`src/rtl/rank_aer_encoder_pkg.sv`:
```
// Shared definitions for the rank-order AER encoder: default geometry and FSM states.
package paSnnAccelerator;

  function automatic int index_bits(input int n);
    return (n > 1) ? $clog2(n) : 1;
  endfunction

  localparam int IMAGE_SIZE = 5;
  localparam int INDEX_BITS = index_bits(IMAGE_SIZE);
  localparam int ADDR_BITS  = 8;

  typedef enum logic [1:0] {
    IDLE,
    SETUP,
    WAIT_ACK_HI,
    WAIT_ACK_LO
  } state_e;

endpackage

```
`src/rtl/rank_aer_encoder_ack_sync.sv`:
```
// Two-flop synchronizer for the AER acknowledge; only present when AER_ACK_SYNC_EN is defined.
`ifdef AER_ACK_SYNC_EN
module aer_ack_sync (
  input  logic clk_i,
  input  logic rst_ni,
  input  logic ack_i,
  output logic ack_o
);

  logic meta_q;
  logic sync_q;

  always_ff @(posedge clk_i or negedge rst_ni) begin
    if (!rst_ni) begin
      meta_q <= 1'b0;
      sync_q <= 1'b0;
    end else begin
      meta_q <= ack_i;
      sync_q <= meta_q;
    end
  end

  assign ack_o = sync_q;

endmodule
`endif

```
`src/rtl/rank_aer_encoder.sv`:
```
// Rank-order AER encoder: streams sorted pixel indexes over a 4-phase AER link.
// Define AER_ACK_SYNC_EN to put a 2-flop synchronizer on AEROUT_ACK.
module rank_aer_encoder
  import paSnnAccelerator::state_e, paSnnAccelerator::IDLE, paSnnAccelerator::SETUP,
         paSnnAccelerator::WAIT_ACK_HI, paSnnAccelerator::WAIT_ACK_LO;
#(
  parameter int IMAGE_SIZE = paSnnAccelerator::IMAGE_SIZE,
  parameter int NUM_EVENTS = IMAGE_SIZE,
  parameter int ADDR_BITS  = paSnnAccelerator::ADDR_BITS,
  localparam int INDEX_BITS = paSnnAccelerator::index_bits(IMAGE_SIZE)
) (
  input  logic                                 CLK,
  input  logic                                 RST,
  input  logic [IMAGE_SIZE-1:0][INDEX_BITS-1:0] sorted_indexes,
  input  logic                                 done,
  output logic [ADDR_BITS-1:0]                 AEROUT_ADDR,
  output logic                                 AEROUT_REQ,
  input  logic                                 AEROUT_ACK,
  output logic                                 busy,
  output logic                                 image_sent,
  output logic                                 overrun
);

  logic                                  ack_s;
  state_e                                state_q;
  logic [IMAGE_SIZE-1:0][INDEX_BITS-1:0] buf_q;
  logic [INDEX_BITS-1:0]                 rank_q;
  logic [INDEX_BITS-1:0]                 rank_d;
  logic [ADDR_BITS-1:0]                  addr_q;
  logic                                  req_q;
  logic                                  busy_q;
  logic                                  sent_q;
  logic                                  ovr_q;
  logic                                  last_rank;

`ifdef AER_ACK_SYNC_EN
  aer_ack_sync u_ack_sync (
    .clk_i  (CLK),
    .rst_ni (RST),
    .ack_i  (AEROUT_ACK),
    .ack_o  (ack_s)
  );
`else
  assign ack_s = AEROUT_ACK;
`endif

  assign rank_d    = rank_q + 1'b1;
  assign last_rank = (rank_q == INDEX_BITS'(NUM_EVENTS - 1));

  always_ff @(posedge CLK or negedge RST) begin
    if (!RST) begin
      state_q <= IDLE;
      buf_q   <= '0;
      rank_q  <= '0;
      addr_q  <= '0;
      req_q   <= 1'b0;
      busy_q  <= 1'b0;
      sent_q  <= 1'b0;
      ovr_q   <= 1'b0;
    end else begin
      sent_q <= 1'b0;
      if (done && (state_q != IDLE)) begin
        ovr_q <= 1'b1;
      end
      case (state_q)
        IDLE: begin
          if (done) begin
            buf_q   <= sorted_indexes;
            rank_q  <= '0;
            addr_q  <= ADDR_BITS'(sorted_indexes[0]);
            busy_q  <= 1'b1;
            state_q <= SETUP;
          end
        end
        // REQ may only rise once the receiver has released ACK from the previous phase.
        SETUP: begin
          if (!ack_s) begin
            req_q   <= 1'b1;
            state_q <= WAIT_ACK_HI;
          end
        end
        WAIT_ACK_HI: begin
          if (ack_s) begin
            req_q   <= 1'b0;
            state_q <= WAIT_ACK_LO;
          end
        end
        WAIT_ACK_LO: begin
          if (!ack_s) begin
            if (last_rank) begin
              busy_q  <= 1'b0;
              sent_q  <= 1'b1;
              state_q <= IDLE;
            end else begin
              rank_q  <= rank_d;
              addr_q  <= ADDR_BITS'(buf_q[rank_d]);
              state_q <= SETUP;
            end
          end
        end
        default: state_q <= IDLE;
      endcase
    end
  end

  assign AEROUT_ADDR = addr_q;
  assign AEROUT_REQ  = req_q;
  assign busy        = busy_q;
  assign image_sent  = sent_q;
  assign overrun     = ovr_q;

endmodule

```
`config.mk`:
```
export PLATFORM = sky130hd
export DESIGN_NAME = rank_aer_encoder
export DESIGN_NICKNAME = d
export VERILOG_FILES = /design/src/rtl/rank_aer_encoder_pkg.sv /design/src/rtl/rank_aer_encoder_ack_sync.sv /design/src/rtl/rank_aer_encoder.sv
export SDC_FILE = /design/constraint.sdc
export NUM_CORES = 1
export LEC_CHECK = 0
export ABC_CLOCK_PERIOD_IN_PS = 2200
export BUFFER_PORTS_ARGS = -buffer_cell sky130_fd_sc_hd__buf_4
export CAP_MARGIN = 40
export CELL_PAD_IN_SITES_DETAIL_PLACEMENT = 0
export CELL_PAD_IN_SITES_GLOBAL_PLACEMENT = 1
export CORE_MARGIN = 2
export CORE_UTILIZATION = 42
export CTS_CLUSTER_SIZE = 10
export DETAILED_ROUTE_END_ITERATION = 10
export PLACE_DENSITY = 0.9
export SLEW_MARGIN = 20
export SYNTH_ARGS = -nofsm -noshare
export SYNTH_HDL_FRONTEND = slang
export SYNTH_SLANG_ARGS = --single-unit
```
`constraint.sdc`:
```
create_clock -name CLK -period 2.2 [get_ports CLK]
set_clock_uncertainty 0.05 [all_clocks]
set_input_delay 0 -clock CLK [delete_from_list [all_inputs] [get_ports CLK]]
set_output_delay 0 -clock CLK [all_outputs]
set_load 0.02 [all_outputs]
```
Yosys cells after proc, flatten, opt, wreduce, memory -nomap -nowiden

Index checks and enable logic that the tools add are counted.

Input port bits: 19
Bits in registers: 32
Logic and storage cells: 60
Output and inout bits: 12

Reductions and logical operators: 10
Eq/ne operators: 10
$lt $le $gt $ge: 1
Muxes and demuxes: 26
Add/sub/neg operators: 1

Operators by type and width:

| operator                                                   | count |
|---|---|
| 2-to-1 mux 8 bit                                           | 3 |
| case mux 8 bit (2 select lines)                            | 1 |
| 2-to-1 mux 3 bit                                           | 4 |
| inequality test 2 bit, second input constant               | 6 |
| AND reduction 4 bit                                        | 3 |
| binary-select mux 3 bit (select 3 bit)                     | 1 |
| 2-to-1 mux 1 bit                                           | 9 |
| 2-to-1 mux 2 bit                                           | 4 |
| case mux 2 bit (4 select lines)                            | 1 |
| case mux 3 bit (2 select lines)                            | 1 |
| nonzero test 2 bit                                         | 3 |
| == test 2 bit, second input constant                       | 2 |
| less-than comparator 3 x 4 -> 1 bit, second input constant | 1 |
| case mux 1 bit (2 select lines)                            | 2 |
| adder 3 x 1 -> 3 bit, second input constant                | 1 |
| == test 3 bit, second input constant                       | 1 |
| AND reduction 3 bit                                        | 1 |
| == test 2 x 1 -> 1 bit, second input constant              | 1 |
| logical NOT 2 bit                                          | 1 |
| AND reduction 2 bit                                        | 1 |
| logical AND 1 bit                                          | 1 |

Depth between registers and ports, before layout

Gate-level depths: netlist of the first run.

Depth after elaboration: 6
Mapped depth: 7
Mapped depth without buffers: 6

Least setup slack after synthesis of the first run

OpenSTA, ideal clock, no wires.

Path type: register to register
Start point: register state_q[0]
End point: register buf_q[0] in the netlist's numbering
Clock period less this slack: 1677 ps
Buffers on the path: 2
Data arrival time: 1502 ps
Required time: 2025 ps
Slack: 523 ps
Cell stages (with the launch flop): 7
Setup time: 125 ps
Path through: dfrtp_1 inv_1 ha_1 buf_6 nand2_1 buf_2 mux2_2

Longest elaborated chain between the ends: 2

Ends and longest elaborated chain:

| item                                 | RTL line               | source |
|---|---|---|
| start, declared                      | rank_aer_encoder.sv:25 | `state_e state_q;` |
| start signal, assigned               | rank_aer_encoder.sv:52 | `state_q <= IDLE;` |
| start signal, assigned               | rank_aer_encoder.sv:72 | `state_q <= SETUP;` |
| start signal, assigned               | rank_aer_encoder.sv:79 | `state_q <= WAIT_ACK_HI;` |
| logical NOT 2 bit                    | rank_aer_encoder.sv:65 | `case (state_q)` |
| AND reduction 2 bit (no source line) | --                     |  |
| end signal, assigned                 | rank_aer_encoder.sv:68 | `buf_q <= sorted_indexes;` |
| end, declared                        | rank_aer_encoder.sv:26 | `logic [IMAGE_SIZE-1:0][INDEX_BITS-1:0] buf_q;` |

No other way between the ends.
A chain may end at the register's enable or synchronous reset.

Worst setup path after layout of the first run

Start point: register rank_q[0]
End point: register addr_q[2], in the netlist AEROUT_ADDR[2]

Longest elaborated chain between the ends: 6
Elaborated cells between the ends (all ways): 9
Those cells by class: add/sub: 1; eq/ne: 2; mux: 5; reduce/logical: 1

Ends and longest elaborated chain:

| item                                   | RTL line               | source |
|---|---|---|
| start, declared                        | rank_aer_encoder.sv:27 | `logic [INDEX_BITS-1:0] rank_q;` |
| start signal, assigned                 | rank_aer_encoder.sv:95 | `rank_q <= rank_d;` |
| adder 3 x 1 -> 3 bit                   | rank_aer_encoder.sv:47 | `assign rank_d = rank_q + 1'b1;` |
| binary-select mux 3 bit (select 3 bit) | rank_aer_encoder.sv:96 | `addr_q <= ADDR_BITS'(buf_q[rank_d]);` |
| 2-to-1 mux 3 bit (not written as such) | rank_aer_encoder.sv:96 |  |
| 2-to-1 mux 8 bit                       | rank_aer_encoder.sv:90 | `if (last_rank) begin` |
| 2-to-1 mux 8 bit                       | rank_aer_encoder.sv:89 | `if (!ack_s) begin` |
| case mux 8 bit (2 select lines)        | rank_aer_encoder.sv:65 |  |
| end signal, assigned                   | rank_aer_encoder.sv:70 | `addr_q <= ADDR_BITS'(sorted_indexes[0]);` |
| end signal, assigned                   | rank_aer_encoder.sv:96 |  |
| end, declared                          | rank_aer_encoder.sv:29 | `logic [ADDR_BITS-1:0] addr_q;` |

Parallel ways exist; a longest one is shown, timed or not. The select of a mux whose other input is x is not followed.

==> impl_metrics.json, run 1 <==
{
  "cts_root_buffer": "clkbuf_4",
  "worstSkewPairLatency_ns": 0.32,
  "max_cap_viol_count": 0,
  "yosysTopAreaCell": "dfrtp_1",
  "synth_most_common_cell": "dfrtp_1",
  "use_met1": 0.2043,
  "grt_pass1_vias": 1083,
  "max_freq_ghz": 0.5174,
  "synthArstFlopShare": 1.000,
  "overflow": 0,
  "status": "completed",
  "fin_nets": 194,
  "required_ns": 2.35,
  "cts_htree_levels": 1,
  "synth.cell_area_mm2": 0.001434,
  "synth_top_area_frac": 0.4712,
  "cp.arrival_ns": 2.08,
  "cts_num_sinks": 27,
  "hold-worst-slack_ns": 0.05767,
  "wl_per_cell_um": 13.49,
  "dpl-instance-area_mm2": 0.001633,
  "hpwl_mm": 2.161,
  "grt_max_degree": 28,
  "synthToLayoutAreaGrowth_pct": 28.36,
  "syn_inst": 124,
  "initial_utilization": 0.4331,
  "post_cts_buffers": 0,
  "hold_class": "in2async",
  "setup_slack_ns": 0.2674,
  "core_mm2": 0.003311,
  "min_period_ns": 1.933,
  "dr.pass1.iters": 4,
  "end_kind": "register",
  "dieArea_mm2": 0.003898,
  "yosysUniqueCellTypes": 28,
  "slew_viol_final": 0,
  "antenna_left": 0,
  "rsz0062_at_grt": "no",
  "drt-initial-drc-count": 7,
  "synth_common_cells": "dfrtp_1 (27), mux2_2 (17), inv_1 (7), nor3b_1 (7)",
  "grt_pass1_wl_mm": 4.933,
  "vias": 1071,
  "post-place-ws_ns": 0.2979,
  "p_leak_nw": 0.8332,
  "crit_type": "reg2reg",
  "grt_antenna_before_repair": 0,
  "start_kind": "register",
  "busiest_layer": "met2",
  "ys_seq_elements": 27,
  "grt_usage": 0.1552,
  "worstPathMaxFanout": 7,
  "yosysWarnings": 0,
  "fin_cells": 214,
  "use_met2": 0.2728,
  "place.gp.congestion": 0.8465,
  "p_total_mw": 2.153,
  "setup_viol_count_final": 0,
  "antennaDiodeCount": 0,
  "power.density_mw_per_mm2": 1170,
  "drive_above_1_share": 0.3036,
  "avgSynthCellArea_um2": 11.56,
  "synth_edf_count": 0,
  "die_w_um": 62.43,
  "cts.path.max_buffers": 2,
  "cts_tree": "built",
  "peakVddDrop_uv": 604.0,
  "use_met3": 0.01622,
  "vias_per_cell": 5.005,
  "wl_mm": 2.887,
  "utilization": 0.5559,
  "clk_pin_slew_ns": 0.14,
  "period_share": 0.8784,
  "seq_area_frac_synth": 0.4712,
  "drc": 0,
  "dieHeight_um": 62.43,
  "dp_cells": 192,
  "rows": 21,
  "io_buffers": 25,
  "stdcell_area_mm2": 0.001841,
  "hold_viol_final": 0,
  "cts_made_buffers": 3,
  "yosys-top-cells-area": "dfrtp_1 (47%), mux2_2 (13%), ha_1 (5.2%)",
  "fin_tns_setup_ns": 0,
  "synthFlopType": "dfrtp_1",
  "ios": 31
}
layout by cell type (no fill, tap or decap), types with 2 or more instances in the layout:
cell            n
nor3_1          4
clkbuf_4        3
dlygate4sd3_1  18
nand2_1         6
nor2_1          6
mux2_2         17
a21oi_1         4
o21ai_0         4
ha_1            6
a21o_1          2
a211oi_1        3
dfrtp_1        27
o22ai_1         3
nand2b_1        2
conb_1          5
buf_4          27
mux2i_1         6
a2111oi_0       2
inv_1           7
nor3b_1         7
cells by family (layout without fill, tap and decap cells):
logic type	count (synthesis)	in the layout	share of synthesized area
AO/OA/AOI/OAI	22	22	0.1038
XOR/XNOR	1	1	0.01135
adder cells (fa/ha/maj)	6	6	0.05235
buffers and inverters	16	56	0.07155
flip-flops	27	27	0.4712
multiplexers	23	23	0.1754
other	1	5	0.002615
AND/OR/NAND/NOR	28	28	0.1117
area by class of cell:
| class | instances | area (um^2) |
|---|---|---|
| tap | 46 | 57.56 |
| clock inverter | 1 | 5.005 |
| clock buffer | 3 | 22.52 |
| sequential | 27 | 675.6 |
| fill | 289 | 1470 |
| timing repair buffer | 45 | 382.9 |
| inverter | 7 | 26.28 |
| multi-input combinational | 85 | 670.6 |
registers in the layout (all words and copies together) (netlist names):
signal       cells
AEROUT_REQ       1
state_q          2
overrun          1
rank_q           3
buf_q           15
busy             1
AEROUT_ADDR      3
image_sent       1
worst paths after layout:
kind	start	end	slack (ns)	cells after the start
setup reg to reg	rank_q[0]	AEROUT_ADDR[2]	0.27	5
setup / recovery	rank_q[0]	AEROUT_ADDR[2]	0.27	5
min in group CLK	sorted_indexes[3]	buf_q[3]	0.39	3
max in group asynchronous	RST	buf_q[4]	1.79	2
hold reg to reg	overrun	overrun	0.42	1
hold / removal	RST	overrun	0.06	2
repair_timing:
item / in CTS / in global routing
gates resized for setup: 0 / 0
hold buffers: 18 / 0
endpoints found under the hold margin: 48 / 0
setup endpoints to repair: 0 / 0
critical path, stage by stage, from the launching register on:
cell,delay (ns)
dfrtp_1,0.47
ha_1,0.28
xor2_2,0.20
nor3b_2,0.20
a2111oi_0,0.50
a211oi_1,0.10
where the power goes:
group / internal (mW) / leakage (nW) / switching, mW / total, mW
Combinational: 0.540 / 0.495 / 0.521 / 1.06
Sequential: 0.718 / 0.320 / 0.165 / 0.882
Clock: 0.0681 / 0.0177 / 0.142 / 0.210
per-layer routing:
| layer | vias to the layer above | wire [um] |
|---|---|---|
| met5 | - | 0 |
| met4 | 0 | 38 |
| met3 | 6 | 71 |
| met2 | 23 | 1493 |
| met1 | 523 | 1284 |
| li1 | 519 | - |
Power figures use the tool's default switching activity.
==> run 2: changes to the inputs <==
Settings changed: HOLD_SLACK_MARGIN from default to 0.02, MAX_ROUTING_LAYER from default to met4.
==> impl_metrics.json, run 2 (synthesized netlist as in run 1, its figures left out) <==
{
  "status": "completed",
  "end_kind": "register",
  "ctsHoldBuffers": 18,
  "dr.pass1.iters": 4,
  "start_kind": "register",
  "top_register": "buf_q",
  "hpwl_mm": 2.161,
  "io_buffers": 25,
  "max_freq_ghz": 0.5175,
  "cts.path.max_buffers": 2,
  "cts_resized": 0,
  "antennaDiodeCount": 0,
  "dieHeight_um": 62.43,
  "core_mm2": 0.003311,
  "power.density_mw_per_mm2": 1170,
  "cts_htree_levels": 1,
  "drc": 0,
  "required_ns": 2.35,
  "clk_pin_slew_ns": 0.14,
  "rows": 21,
  "worstSkewPairLatency_ns": 0.32,
  "grt_antenna_before_repair": 0,
  "cp.arrival_ns": 2.08,
  "worstPathMaxFanout": 7,
  "vias_per_cell": 5.005,
  "mostFrequentLayoutCells": "dfrtp_1 (27), buf_4 (27), dlygate4sd3_1 (18), mux2_2 (17)",
  "setup_viol_count_final": 0,
  "min_period_ns": 1.933,
  "grt_pass1_vias": 1083,
  "cts_root_buffer": "clkbuf_4",
  "utilization": 0.5559,
  "reg2reg_slack_ns": 0.27,
  "largest_reg_flops": 15,
  "slew_viol_final": 0,
  "hold_viol_final": 0,
  "fin_nets": 194,
  "wl_per_cell_um": 13.50,
  "fin_tns_setup_ns": 0,
  "antenna_left": 0,
  "rsz0062_at_grt": "no",
  "grt_usage": 0.1596,
  "grt_max_degree": 28,
  "cts_tree": "built",
  "ios": 31,
  "crit_type": "reg2reg",
  "drive_above_1_share": 0.3036,
  "p_total_mw": 2.153,
  "die_w_um": 62.43,
  "p_leak_nw": 0.8332,
  "vias": 1071,
  "peakVddDrop_uv": 604.0,
  "hold_class": "in2async",
  "drt-initial-drc-count": 7,
  "slowest_stage": "a2111oi_0",
  "path_cells": "ha_1 -> xor2_2 -> nor3b_2 -> a2111oi_0 -> a211oi_1",
  "cts_num_sinks": 27,
  "synthToLayoutAreaGrowth_pct": 28.36,
  "overflow": 0,
  "max_stage_delay_ns": 0.50,
  "max_cap_viol_count": 0,
  "period_share": 0.8784,
  "wl_mm": 2.888,
  "cts_made_buffers": 3,
  "place.gp.congestion": 0.8598,
  "initial_utilization": 0.4331,
  "dieArea_mm2": 0.003898,
  "grt_pass1_wl_mm": 4.940,
  "post_cts_buffers": 0
}
==> run 2: layer usage <==
layer,track usage,wire length [um],share of wire
met1,0.2066,1301,0.45
met2,0.2728,1492,0.52
met3,0.01261,54,0.019
met4,0.04167,38,0.013
met5,-,0,0
==> run 2: path summary, 6_finish.rpt <==
kind,startpoint,to,cells after the start
max in group asynchronous,RST,buf_q[4],2
max,rank_q[0],AEROUT_ADDR[2],5
min,RST,overrun,2
min in group CLK,sorted_indexes[3],buf_q[3],3
min reg2reg,overrun,overrun,1
max reg2reg,rank_q[0],AEROUT_ADDR[2],5
==> run 2: cell type report <==
cell class,instances,area [um^2]
Tap cell,46,57.56
Multi-Input combinational cell,85,670.6
Clock inverter,1,5.005
Timing Repair Buffer,45,382.9
Sequential cell,27,675.6
Inverter,7,26.28
Fill cell,289,1470
Clock buffer,3,22.52
==> run 2: per-stage QoR <==
stage                     worst slack, ns  std cells  hold slack, ns  cell area (um^2)
after CTS                          0.2865        214         0.05878              1841
after detailed placement           0.2979        192         -0.1169              1633
after global placement             0.3673        192         -0.1264              1633
after floorplan                    0.5234        128         -0.3456              1449
final                              0.2675        214         0.05768              1841
after global routing               0.1524        214         0.09945              1841
==> run 2: critical path: cells and delay by family, from the launching register on <==
kind | cells | cell delay [ns]
xor+xnor | 1 | 0.20
fa+ha+maj | 1 | 0.28
compound gates | 2 | 0.60
simple gates | 1 | 0.20
flops | 1 | 0.47
==> run 2: report_power, final <==
| part | internal (mW) | total, mW | leakage [nW] | switching, mW |
|---|---|---|---|---|
| Combinational | 0.540 | 1.06 | 0.495 | 0.520 |
| Sequential | 0.718 | 0.882 | 0.320 | 0.165 |
| Clock | 0.0681 | 0.210 | 0.0177 | 0.142 |
==> run 3: changes to the inputs <==
Settings changed: ABC_AREA from default to 1, CORE_MARGIN 2 to 10, CORE_UTILIZATION 42 to 39.
==> impl_metrics.json, run 3 <==
{
  "yosysTopAreaCell": "dfrtp_1",
  "wl_per_cell_um": 11.36,
  "power.density_mw_per_mm2": 1253,
  "setup_viol_count_final": 0,
  "yosysUniqueCellTypes": 23,
  "max_cap_viol_count": 0,
  "hold-worst-slack_ns": 0.1126,
  "crit_type": "reg2reg",
  "hpwl_mm": 2.211,
  "use_met1": 0.1224,
  "nFillCells": 328,
  "drive_above_1_share": 0.2093,
  "cts_root_buffer": "clkbuf_8",
  "cts.path.max_buffers": 2,
  "slew_viol_final": 0,
  "peakVddDrop_uv": 373.8,
  "layout_commonest_cell": "nand2_1",
  "place.gp.congestion": 0.9377,
  "hold_viol_final": 0,
  "multiInputGateArea_um2": 608.1,
  "dpl-instance-area_mm2": 0.001623,
  "synthArstFlopShare": 1.000,
  "rows": 21,
  "die_w_um": 80.66,
  "use_met2": 0.1616,
  "setup_slack_ns": 0.4116,
  "yosysWarnings": 0,
  "mostFrequentLayoutCells": "nand2_1 (40), dfrtp_1 (27), buf_4 (25), inv_1 (21), nor2_1 (20)",
  "p_leak_nw": 0.9649,
  "grt_usage": 0.1036,
  "drc": 0,
  "dieHeight_um": 80.66,
  "dp_cells": 239,
  "regArea_um2": 675.6,
  "yosys-top-cells-area": "dfrtp_1 (47%), nand2_1 (10%), inv_1 (5.5%)",
  "busiest_layer": "met2",
  "wl_mm": 2.965,
  "largest_reg_flops": 15,
  "synthToLayoutAreaGrowth_pct": 28.86,
  "swShare": 0.4269,
  "cts_resized": 0,
  "cts_tree": "built",
  "dr.pass1.iters": 4,
  "grt_max_degree": 28,
  "synth_top_area_frac": 0.4708,
  "grt_pass1_vias": 1182,
  "ys_seq_elements": 27,
  "cts_num_sinks": 27,
  "overflow": 0,
  "synth_common_cells": "nand2_1 (40), dfrtp_1 (27), inv_1 (21)",
  "io_buffers": 25,
  "rsz0062_at_grt": "no",
  "antenna_left": 0,
  "syn_inst": 173,
  "synth_edf_count": 0,
  "synth.cell_area_mm2": 0.001435,
  "period_share": 0.8129,
  "end_kind": "register",
  "cts_htree_levels": 1,
  "p_int_mw": 1.328,
  "cp.arrival_ns": 1.95,
  "seq_area_frac_synth": 0.4708,
  "dieArea_mm2": 0.006506,
  "worstSkewPairLatency_ns": 0.27,
  "grt_antenna_before_repair": 0,
  "initial_utilization": 0.4169,
  "synthFlopType": "dfrtp_1",
  "r2r-end": "AEROUT_ADDR[1]",
  "p_switching_mw": 0.9890,
  "cts_made_buffers": 3,
  "p_seq_frac": 0.367,
  "required_ns": 2.36,
  "stdcell_area_mm2": 0.001849,
  "fin_tns_setup_ns": 0,
  "worstPathMaxFanout": 11,
  "antennaDiodeCount": 0,
  "ios": 31,
  "combinationalPowerShare": 0.512,
  "synth_most_common_cell": "nand2_1",
  "hold_class": "in2async",
  "post-place-ws_ns": 0.4415,
  "min_period_ns": 1.788,
  "clockPowerShare": 0.121,
  "utilization": 0.5373,
  "ff2ff_path_depth": 7,
  "status": "completed",
  "p_total_mw": 2.317,
  "start_kind": "register",
  "core_mm2": 0.003442,
  "use_met3": 0.02673,
  "rr_startpoint": "rank_q[0]",
  "avgSynthCellArea_um2": 8.296,
  "drt-initial-drc-count": 30,
  "grt_pass1_wl_mm": 5.313,
  "fin_nets": 241,
  "fin_cells": 261,
  "top_register": "buf_q",
  "max_freq_ghz": 0.5591,
  "vias_per_cell": 4.498,
  "reg2reg_slack_ns": 0.41,
  "clk_pin_slew_ns": 0.09,
  "vias": 1174
}
==> run 3: cell count changes in the layout (fill, tap and decap cells not counted), sizes merged, moves of 7 or more <==
cell   change
nand2     +37
inv       +18
nor2      +16
a21oi     +11
mux2      -11
nor3b      -8
nand3      +7
==> run 3: cells by family (layout without fill, tap and decap cells) <==
family	Yosys count	in the layout	share of synthesized area
AO/OA/AOI/OAI	27	27	0.1020
adder cells (fa/ha/maj)	6	6	0.05231
buffers and inverters	34	72	0.1159
flip-flops	27	27	0.4708
multiplexers	6	6	0.04969
other	1	5	0.002613
AND/OR/NAND/NOR	72	72	0.2066
==> run 3: area by class of cell <==
type | instances | share of cell area
Multi-Input combinational cell | 116 | 0.3288
Inverter | 25 | 0.05074
Clock inverter | 1 | 0.002706
Timing Repair Buffer | 43 | 0.1989
Clock buffer | 3 | 0.02233
Sequential cell | 27 | 0.3654
Tap cell | 46 | 0.03112
==> run 3: power by group through the flow <==
stage | Clock (mW) | Sequential, mW | Combinational (mW)
floorplan | 0 | 0.859 | 0.920
global placement | 0 | 0.853 | 1.17
detailed placement | 0 | 0.860 | 1.18
CTS | 0.294 | 0.850 | 1.21
global route | 0.308 | 0.886 | 1.38
finish | 0.281 | 0.849 | 1.19
==> run 3: how the worst max path moves through the flow <==
stage / slack [ns] / end / from
finish: 0.41 / AEROUT_ADDR[1] / rank_q[0]
global route: 0.22 / AEROUT_ADDR[1] / rank_q[0]
CTS: 0.41 / AEROUT_ADDR[1] / rank_q[0]
detailed placement: 0.44 / AEROUT_ADDR[1] / rank_q[0]
global placement: 0.50 / AEROUT_ADDR[1] / rank_q[0]
floorplan: 0.67 / AEROUT_ADDR[1] / rank_q[0]
==> run 3: repair_timing <==
action | 4_1_cts | 5_1_grt
hold buffers | 18 | 0
endpoints found under the hold margin | 45 | 0
endpoints found under the setup margin | 0 | 0
buffers inserted | 0 | 0
==> run 3: routing by layer <==
metal,up-vias,wire [um]
met5,-,0
met4,0,59
met3,5,155
met2,26,1349
met1,530,1399
li1,613,-
==> run 3: worst max-delay path: stages (launching register included) <==
cell and delay, ns:
dfrtp_1 0.55, inv_2 0.15, ha_1 0.39, inv_1 0.16, nand3_1 0.09, a21oi_1 0.15, nand2_1 0.08, a21oi_2 0.10
